File: config.mk
export PLATFORM = sky130hd
export DESIGN_NAME = sram_frame_loader
export DESIGN_NICKNAME = d
export VERILOG_FILES = /design/src/rtl/sram_loader_pkg.sv /design/src/rtl/sram_write_port.sv /design/src/rtl/sram_frame_loader.sv
export SDC_FILE = /design/constraint.sdc
export NUM_CORES = 1
export LEC_CHECK = 0
export CAP_MARGIN = 30
export CORE_ASPECT_RATIO = 1.5
export CORE_MARGIN = 4
export CORE_UTILIZATION = 45
export DETAILED_ROUTE_END_ITERATION = 8
export GPL_ROUTABILITY_DRIVEN = 0
export PLACE_DENSITY_LB_ADDON = 0.12
export SLEW_MARGIN = 20
export SYNTH_ARGS = -nofsm -noshare
export SYNTH_HDL_FRONTEND = slang
export SYNTH_SLANG_ARGS = --single-unit
File: constraint.sdc
create_clock -name i_clk -period 3 [get_ports i_clk]
set_input_delay 0.6 -clock i_clk [delete_from_list [all_inputs] [get_ports i_clk]]
set_output_delay 0.6 -clock i_clk [all_outputs]
set_load 0.01 [all_outputs]
File: src/rtl/sram_loader_pkg.sv
// rtl/sram_loader_pkg.sv - shared types and constants for the SRAM frame loader
//
// Purpose: state encodings for the byte-packing FSM and the SRAM write port,
// plus the default SRAM geometry and frame size.
// Ports: none (package).
package sram_loader_pkg;

  localparam int SRAM_ADDR_W         = 20;
  localparam int FRAME_640x480_WORDS = 307200;

  typedef enum logic [2:0] {
    ST_IDLE,
    ST_LO,
    ST_HI,
    ST_SETUP,
    ST_WRITE,
    ST_HOLD,
    ST_DONE
  } loader_state_t;

  // Phases of a single SRAM word write, tracked inside sram_write_port.
  typedef enum logic [1:0] {
    WP_IDLE,
    WP_SETUP,
    WP_WRITE,
    WP_HOLD
  } write_phase_t;

endpackage

File: src/rtl/sram_write_port.sv
// rtl/sram_write_port.sv - single-word SRAM write sequencer (setup, WE pulse, hold)
//
// Purpose: on i_start, latches address/data and runs one SETUP cycle,
// WE_CYCLES cycles with we_n low, and one HOLD cycle, then releases the bus.
// Ports:
//   i_clk, i_rst_n      clock, synchronous active-low reset
//   i_start             begin a word write (accepted only when idle)
//   i_addr, i_data      word address and data, sampled with i_start
//   o_ack               high during the last WE-low cycle; the packer moves to HOLD on it
//   o_sram_*            registered SRAM address, data, DQ enable and strobes
module sram_write_port
  import sram_loader_pkg::*;
#(
  parameter int ADDR_W    = SRAM_ADDR_W,
  parameter int WE_CYCLES = 1
) (
  input  logic              i_clk,
  input  logic              i_rst_n,
  input  logic              i_start,
  input  logic [ADDR_W-1:0] i_addr,
  input  logic [15:0]       i_data,
  output logic              o_ack,
  output logic [ADDR_W-1:0] o_sram_addr,
  output logic [15:0]       o_sram_dq,
  output logic              o_sram_dq_oe,
  output logic              o_sram_ce_n,
  output logic              o_sram_we_n,
  output logic              o_sram_lb_n,
  output logic              o_sram_ub_n
);

  localparam int CNT_W = (WE_CYCLES > 1) ? $clog2(WE_CYCLES) : 1;
  localparam logic [CNT_W-1:0] LAST_CNT = CNT_W'(WE_CYCLES - 1);

  write_phase_t     phase, phase_next;
  logic [CNT_W-1:0] cnt, cnt_next;

  always_ff @(posedge i_clk) begin
    if (!i_rst_n) begin
      phase <= WP_IDLE;
      cnt   <= '0;
    end else begin
      phase <= phase_next;
      cnt   <= cnt_next;
    end
  end

  always_comb begin
    phase_next = phase;
    cnt_next   = cnt;
    case (phase)
      WP_IDLE:  if (i_start) phase_next = WP_SETUP;
      WP_SETUP: begin
        phase_next = WP_WRITE;
        cnt_next   = '0;
      end
      WP_WRITE: begin
        if (cnt == LAST_CNT) phase_next = WP_HOLD;
        else                 cnt_next   = cnt + 1'b1;
      end
      WP_HOLD:  phase_next = WP_IDLE;
      default:  phase_next = WP_IDLE;
    endcase
  end

  // Strobes are registered from the next phase so every pin changes
  // exactly on the edge that enters the corresponding phase.
  always_ff @(posedge i_clk) begin
    if (!i_rst_n) begin
      o_ack        <= 1'b0;
      o_sram_addr  <= '0;
      o_sram_dq    <= '0;
      o_sram_dq_oe <= 1'b0;
      o_sram_ce_n  <= 1'b1;
      o_sram_we_n  <= 1'b1;
      o_sram_lb_n  <= 1'b1;
      o_sram_ub_n  <= 1'b1;
    end else begin
      o_ack        <= (phase_next == WP_WRITE) && (cnt_next == LAST_CNT);
      o_sram_dq_oe <= (phase_next != WP_IDLE);
      o_sram_ce_n  <= (phase_next == WP_IDLE);
      o_sram_lb_n  <= (phase_next == WP_IDLE);
      o_sram_ub_n  <= (phase_next == WP_IDLE);
      o_sram_we_n  <= (phase_next != WP_WRITE);
      if (phase == WP_IDLE && i_start) begin
        o_sram_addr <= i_addr;
        o_sram_dq   <= i_data;
      end
    end
  end

endmodule

File: src/rtl/sram_frame_loader.sv
// rtl/sram_frame_loader.sv - packs upstream bytes into 16-bit words and stores a frame in SRAM
//
// Purpose: after i_start, accepts byte pairs (low byte first), writes each
// word to consecutive SRAM addresses from the latched base, and pulses
// o_done after FRAME_WORDS words.
// Ports:
//   i_clk, i_rst_n                 clock, synchronous active-low reset
//   i_start, i_base_addr           begin a frame at the given word address
//   i_byte_valid, i_byte, o_byte_ready   upstream byte handshake
//   o_sram_addr, o_sram_dq, o_sram_dq_oe SRAM address, write data, DQ drive enable
//   o_sram_ce_n/oe_n/we_n/lb_n/ub_n      SRAM strobes (oe_n is always high)
//   o_busy, o_done, o_word_count         progress reporting
module sram_frame_loader
  import sram_loader_pkg::*;
#(
  parameter int ADDR_W      = SRAM_ADDR_W,
  parameter int FRAME_WORDS = FRAME_640x480_WORDS,
  parameter int WE_CYCLES   = 1
) (
  input  logic              i_clk,
  input  logic              i_rst_n,
  input  logic              i_start,
  input  logic [ADDR_W-1:0] i_base_addr,
  input  logic              i_byte_valid,
  input  logic [7:0]        i_byte,
  output logic              o_byte_ready,
  output logic [ADDR_W-1:0] o_sram_addr,
  output logic [15:0]       o_sram_dq,
  output logic              o_sram_dq_oe,
  output logic              o_sram_ce_n,
  output logic              o_sram_oe_n,
  output logic              o_sram_we_n,
  output logic              o_sram_lb_n,
  output logic              o_sram_ub_n,
  output logic              o_busy,
  output logic              o_done,
  output logic [ADDR_W-1:0] o_word_count
);

  loader_state_t     state, state_next;
  logic [ADDR_W-1:0] addr_q;
  logic [ADDR_W-1:0] count_q;
  logic [ADDR_W-1:0] count_inc;
  logic [7:0]        data_lo;
  logic              handshake;
  logic              last_word;
  logic              wr_start;
  logic              wr_ack;

  assign handshake    = i_byte_valid & o_byte_ready;
  assign count_inc    = count_q + 1'b1;
  assign last_word    = (count_inc == ADDR_W'(FRAME_WORDS));
  // The write port must enter SETUP on the same edge that takes the high byte.
  assign wr_start     = (state == ST_HI) && handshake;
  assign o_sram_oe_n  = 1'b1;
  assign o_word_count = count_q;

  always_ff @(posedge i_clk) begin
    if (!i_rst_n) state <= ST_IDLE;
    else          state <= state_next;
  end

  always_comb begin
    state_next = state;
    case (state)
      ST_IDLE:  if (i_start) state_next = ST_LO;
      ST_LO:    if (handshake) state_next = ST_HI;
      ST_HI:    if (handshake) state_next = ST_SETUP;
      ST_SETUP: state_next = ST_WRITE;
      ST_WRITE: if (wr_ack) state_next = ST_HOLD;
      ST_HOLD:  state_next = last_word ? ST_DONE : ST_LO;
      ST_DONE:  state_next = ST_IDLE;
      default:  state_next = ST_IDLE;
    endcase
  end

  always_ff @(posedge i_clk) begin
    if (!i_rst_n) begin
      o_byte_ready <= 1'b0;
      o_busy       <= 1'b0;
      o_done       <= 1'b0;
      addr_q       <= '0;
      count_q      <= '0;
      data_lo      <= '0;
    end else begin
      o_byte_ready <= (state_next inside {ST_LO, ST_HI});
      o_busy       <= (state_next inside {ST_LO, ST_HI, ST_SETUP, ST_WRITE, ST_HOLD});
      o_done       <= (state_next == ST_DONE);
      if (state == ST_IDLE && i_start) begin
        addr_q  <= i_base_addr;
        count_q <= '0;
      end
      if (state == ST_LO && handshake) data_lo <= i_byte;
      // Address wraps naturally at 2^ADDR_W.
      if (state == ST_HOLD) begin
        addr_q  <= addr_q + 1'b1;
        count_q <= count_inc;
      end
    end
  end

  sram_write_port #(
    .ADDR_W    (ADDR_W),
    .WE_CYCLES (WE_CYCLES)
  ) u_write_port (
    .i_clk        (i_clk),
    .i_rst_n      (i_rst_n),
    .i_start      (wr_start),
    .i_addr       (addr_q),
    .i_data       ({i_byte, data_lo}),
    .o_ack        (wr_ack),
    .o_sram_addr  (o_sram_addr),
    .o_sram_dq    (o_sram_dq),
    .o_sram_dq_oe (o_sram_dq_oe),
    .o_sram_ce_n  (o_sram_ce_n),
    .o_sram_we_n  (o_sram_we_n),
    .o_sram_lb_n  (o_sram_lb_n),
    .o_sram_ub_n  (o_sram_ub_n)
  );

endmodule

==> out/metrics.csv, run 1 <==
stage;metric;value;unit
outcome;status;finished clean;
global_routing;initial antenna violation count;0;
clocking;total CTS buffers;9;
cells_and_area;fin cells;766;
critical_path;crit path from;o_word_count[0];
critical_path;reg-to-reg startpoint;o_word_count[0];
yosys;top post-synthesis cells by area;dfxtp_1, nand2_1, a21oi_1, nor2_1, o21ai_0;
timing;unrepaired setup endpoints after global routing;false;
timing;# setup viols final;0;
routing;ANT nets after route;0;
clocking;clk buf depth;2;
routing;drt drc;0;
clocking;CTS Hold Bufs;0;
job;max-cap check violation count;0;
timing;Worst Max-Slew Pin Slew;724;ps
global_routing;vias in the first global route;4029;
clocking;CTS tree;built;
critical_path;R2R depth;7;
critical_path;critical path start-end classification;register to register;
critical_path;worst path required time;3230;ps
global_routing;total gr overflow;0;
yosys;sequential area share after synthesis;43.0;%
timing;clk_skew;4.99;ps
critical_path;Critical Path Sink Type;register;
floorplan;core area;9740;um^2
cells_and_area;layout cells sized above 1;6.30;%
timing;Fmax;387;MHz
yosys;Synth area leader;dfxtp_1;
timing;final setup margin;416;ps
cells_and_area;fill count;908;
floorplan;FP Rows;44;
worst_hold_path;HP Class;register to register;
global_routing;GR Util All Layers;20.4;%
yosys;mapped cell area;4520;um^2
yosys;share of the synthesized area in the top cell type;43.0;%
clocking;clk root buf;clkbuf_16;
routing;WL/cell;15.8;um
routing;Routed WL;12.1;mm
place;pre-CTS setup slack;418;ps
yosys;Mean Syn Cell Area;7.89;um^2
power;Pleak;1.98;nW
global_routing;largest net degree at the start of global routing;47;
floorplan;Die Width;89.8;um
timing;max_slew headroom;51.7;%
yosys;FFs w/ async S/R, synth;0;%
yosys;count of flip-flops with a built-in enable after synthesis;0;
global_routing;first-pass GRT wire length;19.4;mm
timing;setup TNS;0;ps
power;pwr dens;490;nW/um^2
timing;period utilization;86.1;%
cells_and_area;most frequent cells in the layout;nand2_1, dfxtp_1, clkdlybuf4s50_1, a21oi_1, nor2_1;
yosys;Synth Instances;573;
timing;Slew Limit Fails;0;
yosys;yosys warns;0;
critical_path;CP Launch Type;register;
clocking;CTS sink cnt;97;
cells_and_area;Inserted Diodes;0;
clocking;Resized Gates After CTS;0;
routing;initial drt markers;232;
critical_path;Worst EP arrival;2820;ps
cells_and_area;synth-to-layout area growth;28.4;%
power;Peak VDD IR;0.278;mV
floorplan;initial core utilization;46.4;%
timing;Fin. Hold Viols;0;
critical_path;FF-to-FF setup slack;420;ps
critical_path;worst-path fanout max;7;
yosys;ys flop type;dfxtp_1;
routing;Via density;5.69;
floorplan;Ports;97;
floorplan;die area;11700;um^2
floorplan;Die Ht;131;um
clocking;Setup Buffers After CTS;0;
cells_and_area;Final nets;683;
clocking;worst skew pair latency;340;ps
critical_path;CP Capture Point;state[0];
timing;final period demand of the worst path;2580;ps
place;Port Buffer Count;95;
yosys;Synth Register Bits;97;
yosys;Syn Nets;610;
yosys;Distinct cells, synth;60;
clocking;Worst-path clk slew;70;ps
routing;1st-pass router iterations;5;
clocking;H-tree depth;3;
critical_path;worst r2r dst;state[0];
place;dpl hpwl;8.45;mm
routing;via count;4355;
place;dpl cells;750;
cells_and_area;most common cell after layout, fill and taps aside;nand2_1;
routing by layer:
metal	vias up	share of wire, %	track usage (%)
met4	0	2.1	9.30
li1	2162	-	-
met3	20	5.2	3.38
met1	2034	42	24.1
met2	139	51	36.6
met5	-	0	0
stage by stage:
stage / utilization [%] / instance area, um^2 / hold WS [ps] / total power, mW
3_5_place_dp: 56.6 / 5520 / 447 / 1.77
2_1_floorplan: - / 4520 / 431 / 1.62
4_1_cts: 59.6 / 5800 / 456 / 2.87
3_3_place_gp: 56.6 / 5520 / 442 / 1.76
5_1_grt: 59.6 / 5800 / 469 / 2.95
6_report: 59.6 / 5800 / 454 / 2.85
state kept, by name, indices dropped and copies added, names as in the netlist:
register and cells:
addr_q 20, o_word_count 20, u_write_port.o_sram_addr 20, u_write_port.o_sram_dq 16
data_lo 8, state 3, u_write_port.phase 2, o_busy 1
o_byte_ready 1, o_done 1, u_write_port.cnt 1, u_write_port.o_ack 1
u_write_port.o_sram_ce_n 1, u_write_port.o_sram_dq_oe 1, u_write_port.o_sram_we_n 1
power breakdown:
group / leakage [nW] / total, mW / switching [mW] / internal, mW
clock: 0.135 / 1.11 / 0.531 / 0.577
combinational: 1.06 / 0.347 / 0.175 / 0.171
sequential: 0.787 / 1.39 / 0.0447 / 1.35
cells in the mapped netlist, drive strengths merged, types with 6 or more instances:
master and number:
a211oi 8, a21oi 71, and2 7, and3 13
buf 14, clkbuf 30, dfxtp 97, mux2i 9
nand2 113, nand2b 6, nand3 14, nand4 15
nor2 50, nor3 15, nor4 13, o21ai 24
xnor2 6
logic make-up after synthesis:
kind of cell,Yosys count,synth area share (%)
adder cells (fa/ha/maj),5,1.38
XOR/XNOR,11,2.13
other,1,0.0830
flip-flops,97,43.0
AO/OA/AOI/OAI,139,18.7
AND/OR/NAND/NOR,260,27.5
buffers and inverters,49,4.68
multiplexers,11,2.57
area by class of cell:
cell class	instances	area, um^2	area share [%]
Clock buffer	9	225	3.88
Multi-Input combinational cell	427	2370	40.8
Sequential cell	97	1940	33.5
Timing Repair Buffer	106	1050	18.0
Inverter	5	18.8	0.323
Clock inverter	7	61.3	1.06
Tap cell	115	144	2.48
worst min path at each step:
stage	from	end	cells after the start
floorplan	data_lo[0]	u_write_port.o_sram_dq[0]	2
global placement	data_lo[0]	u_write_port.o_sram_dq[0]	2
detailed placement	u_write_port.o_sram_addr[11]	u_write_port.o_sram_addr[11]	2
CTS	u_write_port.o_sram_addr[11]	u_write_port.o_sram_addr[11]	2
global route	u_write_port.o_sram_dq[1]	u_write_port.o_sram_dq[1]	2
finish	data_lo[6]	u_write_port.o_sram_dq[6]	2
worst max-delay path, cell delays in order (launching register included):
cell and delay [ps]:
dfxtp_1 450, ha_1 340, nand4_1 160, or3_1 490
nor2_1 190, mux2i_1 280, nand3_2 170, o41a_1 390
Note: power is estimated with default switching activity, not from simulation.
==> inputs of run 2 (changes only) <==
- REMOVE_ABC_BUFFERS: default -> 1
==> run 2 against run 1 <==
  * Combinational power increased by 2%
  * Core utilization rose by 0.44 points
  * Hold slack got worse by 1.8 ps
  * Die area unchanged
  * Highest routed layer unchanged
==> out/metrics.csv, run 2 (synthesized netlist as in run 1, its figures left out) <==
stage;metric;value;unit;change
timing;setup TNS;0;ps;unchanged
critical_path;number of buffer and inverter stages on the critical path;0;;unchanged
clocking;Resized Gates After CTS;0;;unchanged
timing;Fin. Hold Viols;0;;unchanged
routing;WL/cell;16.1;um;+2.2%
floorplan;Die Ht;131;um;unchanged
clocking;H-tree depth;3;;unchanged
clocking;Setup Buffers After CTS;0;;unchanged
critical_path;worst-path fanout max;7;;unchanged
clocking;clk root buf;clkbuf_16;;
floorplan;Die Width;89.8;um;unchanged
floorplan;FP Rows;44;;unchanged
timing;unrepaired setup endpoints after global routing;false;;
global_routing;total gr overflow;0;;unchanged
place;pre-CTS setup slack;385;ps;-32.8 ps
routing;Routed WL;12.4;mm;+2.6%
power;Pleak;2.02;nW;+1.6%
timing;period utilization;87.2;%;+1.1 points
cells_and_area;layout cells sized above 1;6.57;%;+0.28 points
global_routing;vias in the first global route;4190;;+4.0%
clocking;worst skew pair latency;340;ps;about the same
routing;drt drc;0;;unchanged
routing;Via density;5.76;;+1.4%
place;dpl hpwl;8.79;mm;+4.0%
critical_path;critical path cell sequence;ha_1, nand4_1, or3_1, nor2_1, mux2i_1, nand3_2, o41a_1;;
global_routing;largest net degree at the start of global routing;39;;-17%
timing;Worst Max-Slew Pin Slew;700;ps;-24.1 ps
routing;via count;4433;;+1.8%
job;max-cap check violation count;0;;unchanged
clocking;CTS tree;built;;
critical_path;critical path start-end classification;register to register;;
critical_path;Critical Path Sink Type;register;;
floorplan;core area;9740;um^2;unchanged
critical_path;CP Launch Type;register;;
routing;1st-pass router iterations;5;;unchanged
cells_and_area;Final nets;686;;+0.44%
global_routing;GR Util All Layers;21.1;%;+0.76 points
clocking;CTS Hold Bufs;0;;unchanged
worst_hold_path;HP Class;register to register;;
place;Port Buffer Count;95;;unchanged
timing;final setup margin;384;ps;-31.8 ps
cells_and_area;most common cell after layout, fill and taps aside;nand2_1;;
cells_and_area;most frequent cells in the layout;nand2_1, dfxtp_1, clkdlybuf4s50_1, a21oi_1, nor2_1;;
timing;Fmax;382;MHz;-1.2%
routing;initial drt markers;308;;+33%
timing;final period demand of the worst path;2620;ps;+31.8 ps
clocking;CTS sink cnt;97;;unchanged
cells_and_area;synth-to-layout area growth;29.3;%;
routing;ANT nets after route;0;;unchanged
cells_and_area;fin cells;769;;+0.39%
critical_path;slowest stage cell, crit path;or3_1;;
timing;# setup viols final;0;;unchanged
critical_path;Worst EP arrival;2840;ps;+20 ps
clocking;Worst-path clk slew;70;ps;about the same
timing;max_slew headroom;53.2;%;+1.5 points
floorplan;Ports;97;;unchanged
floorplan;die area;11700;um^2;unchanged
floorplan;initial core utilization;46.4;%;unchanged
global_routing;first-pass GRT wire length;20.3;mm;+4.4%
power;pwr dens;500;nW/um^2;+2.1%
cells_and_area;Inserted Diodes;0;;unchanged
critical_path;worst path required time;3230;ps;about the same
power;Peak VDD IR;0.302;mV;+8.6%
critical_path;delay of the slowest critical-path stage;490;ps;about the same
clocking;total CTS buffers;9;;unchanged
clocking;clk buf depth;2;;unchanged
place;dpl cells;753;;+0.40%
timing;clk_skew;5.39;ps;+0.394 ps
global_routing;initial antenna violation count;0;;unchanged
critical_path;crit-path leading delay family;simple AND/OR/NAND/NOR gates;;
timing;Slew Limit Fails;0;;unchanged
outcome;status;finished clean;;
[run 2: changes by cell type in the layout (fill, tap and decap cells not counted)]
cell	change
clkinvlp_4	-2
clkbuf_1	+1
clkbuf_8	+1
inv_6	-2
bufinv_16	+1
clkinv_2	+1
buf_4	+3
[run 2: final timing paths]
path	depth (start not counted)	slack, ps	startpoint	end
worst max-delay path	7	380	o_word_count[0]	state[0]
worst min-delay path	2	450	data_lo[7]	u_write_port.o_sram_dq[7]
worst max register to register	7	380	o_word_count[0]	state[0]
worst min register to register	2	450	data_lo[7]	u_write_port.o_sram_dq[7]
[run 2: worst min-delay path, delay by kind of cell (launching register included)]
family	cells	cell delay [ps]
AND/OR/NAND/NOR	1	50
AO/OA/AOI/OAI	1	50
flip-flops	1	310
[run 2: report_power, final]
group / internal (mW) / switching [mW] / total [mW]
registers: 1.35 / 0.0458 / 1.39
logic: 0.174 / 0.179 / 0.353
clock network: 0.677 / 0.503 / 1.18
total: 2.20 / 0.728 / 2.93
[run 2: final cells by class]
class	count	area, um^2
clock buffers	11	243
clock inverters	5	63.8
fillers	896	3900
inverters	5	18.8
multi-input cells	427	2370
flip-flops and latches	97	1940
well taps	115	144
repair buffers	109	1070
[run 2: per-layer routing]
metal | up-vias | share of wire, % | GRT usage (%)
met5 | - | 0 | 0
met4 | 0 | 2.3 | 9.48
met3 | 22 | 4.7 | 2.92
met2 | 158 | 52 | 39.1
met1 | 2076 | 41 | 24.4
li1 | 2177 | - | -
[run 2: metrics by stage]
stage	util, %	instance area [um^2]	hold slack, ps	power (mW)
2_1_floorplan	-	4330	431	1.59
3_3_place_gp	56.9	5540	435	1.77
4_1_cts	60.0	5850	455	2.94
3_5_place_dp	56.9	5540	446	1.77
6_report	60.0	5850	452	2.93
5_1_grt	60.0	5850	470	3.05
==> inputs of run 3 (changes only) <==
- TNS_END_PERCENT: default -> 5
==> results of run 3 <==
The final DEF is identical to that of run 2; final timing and power are the same.
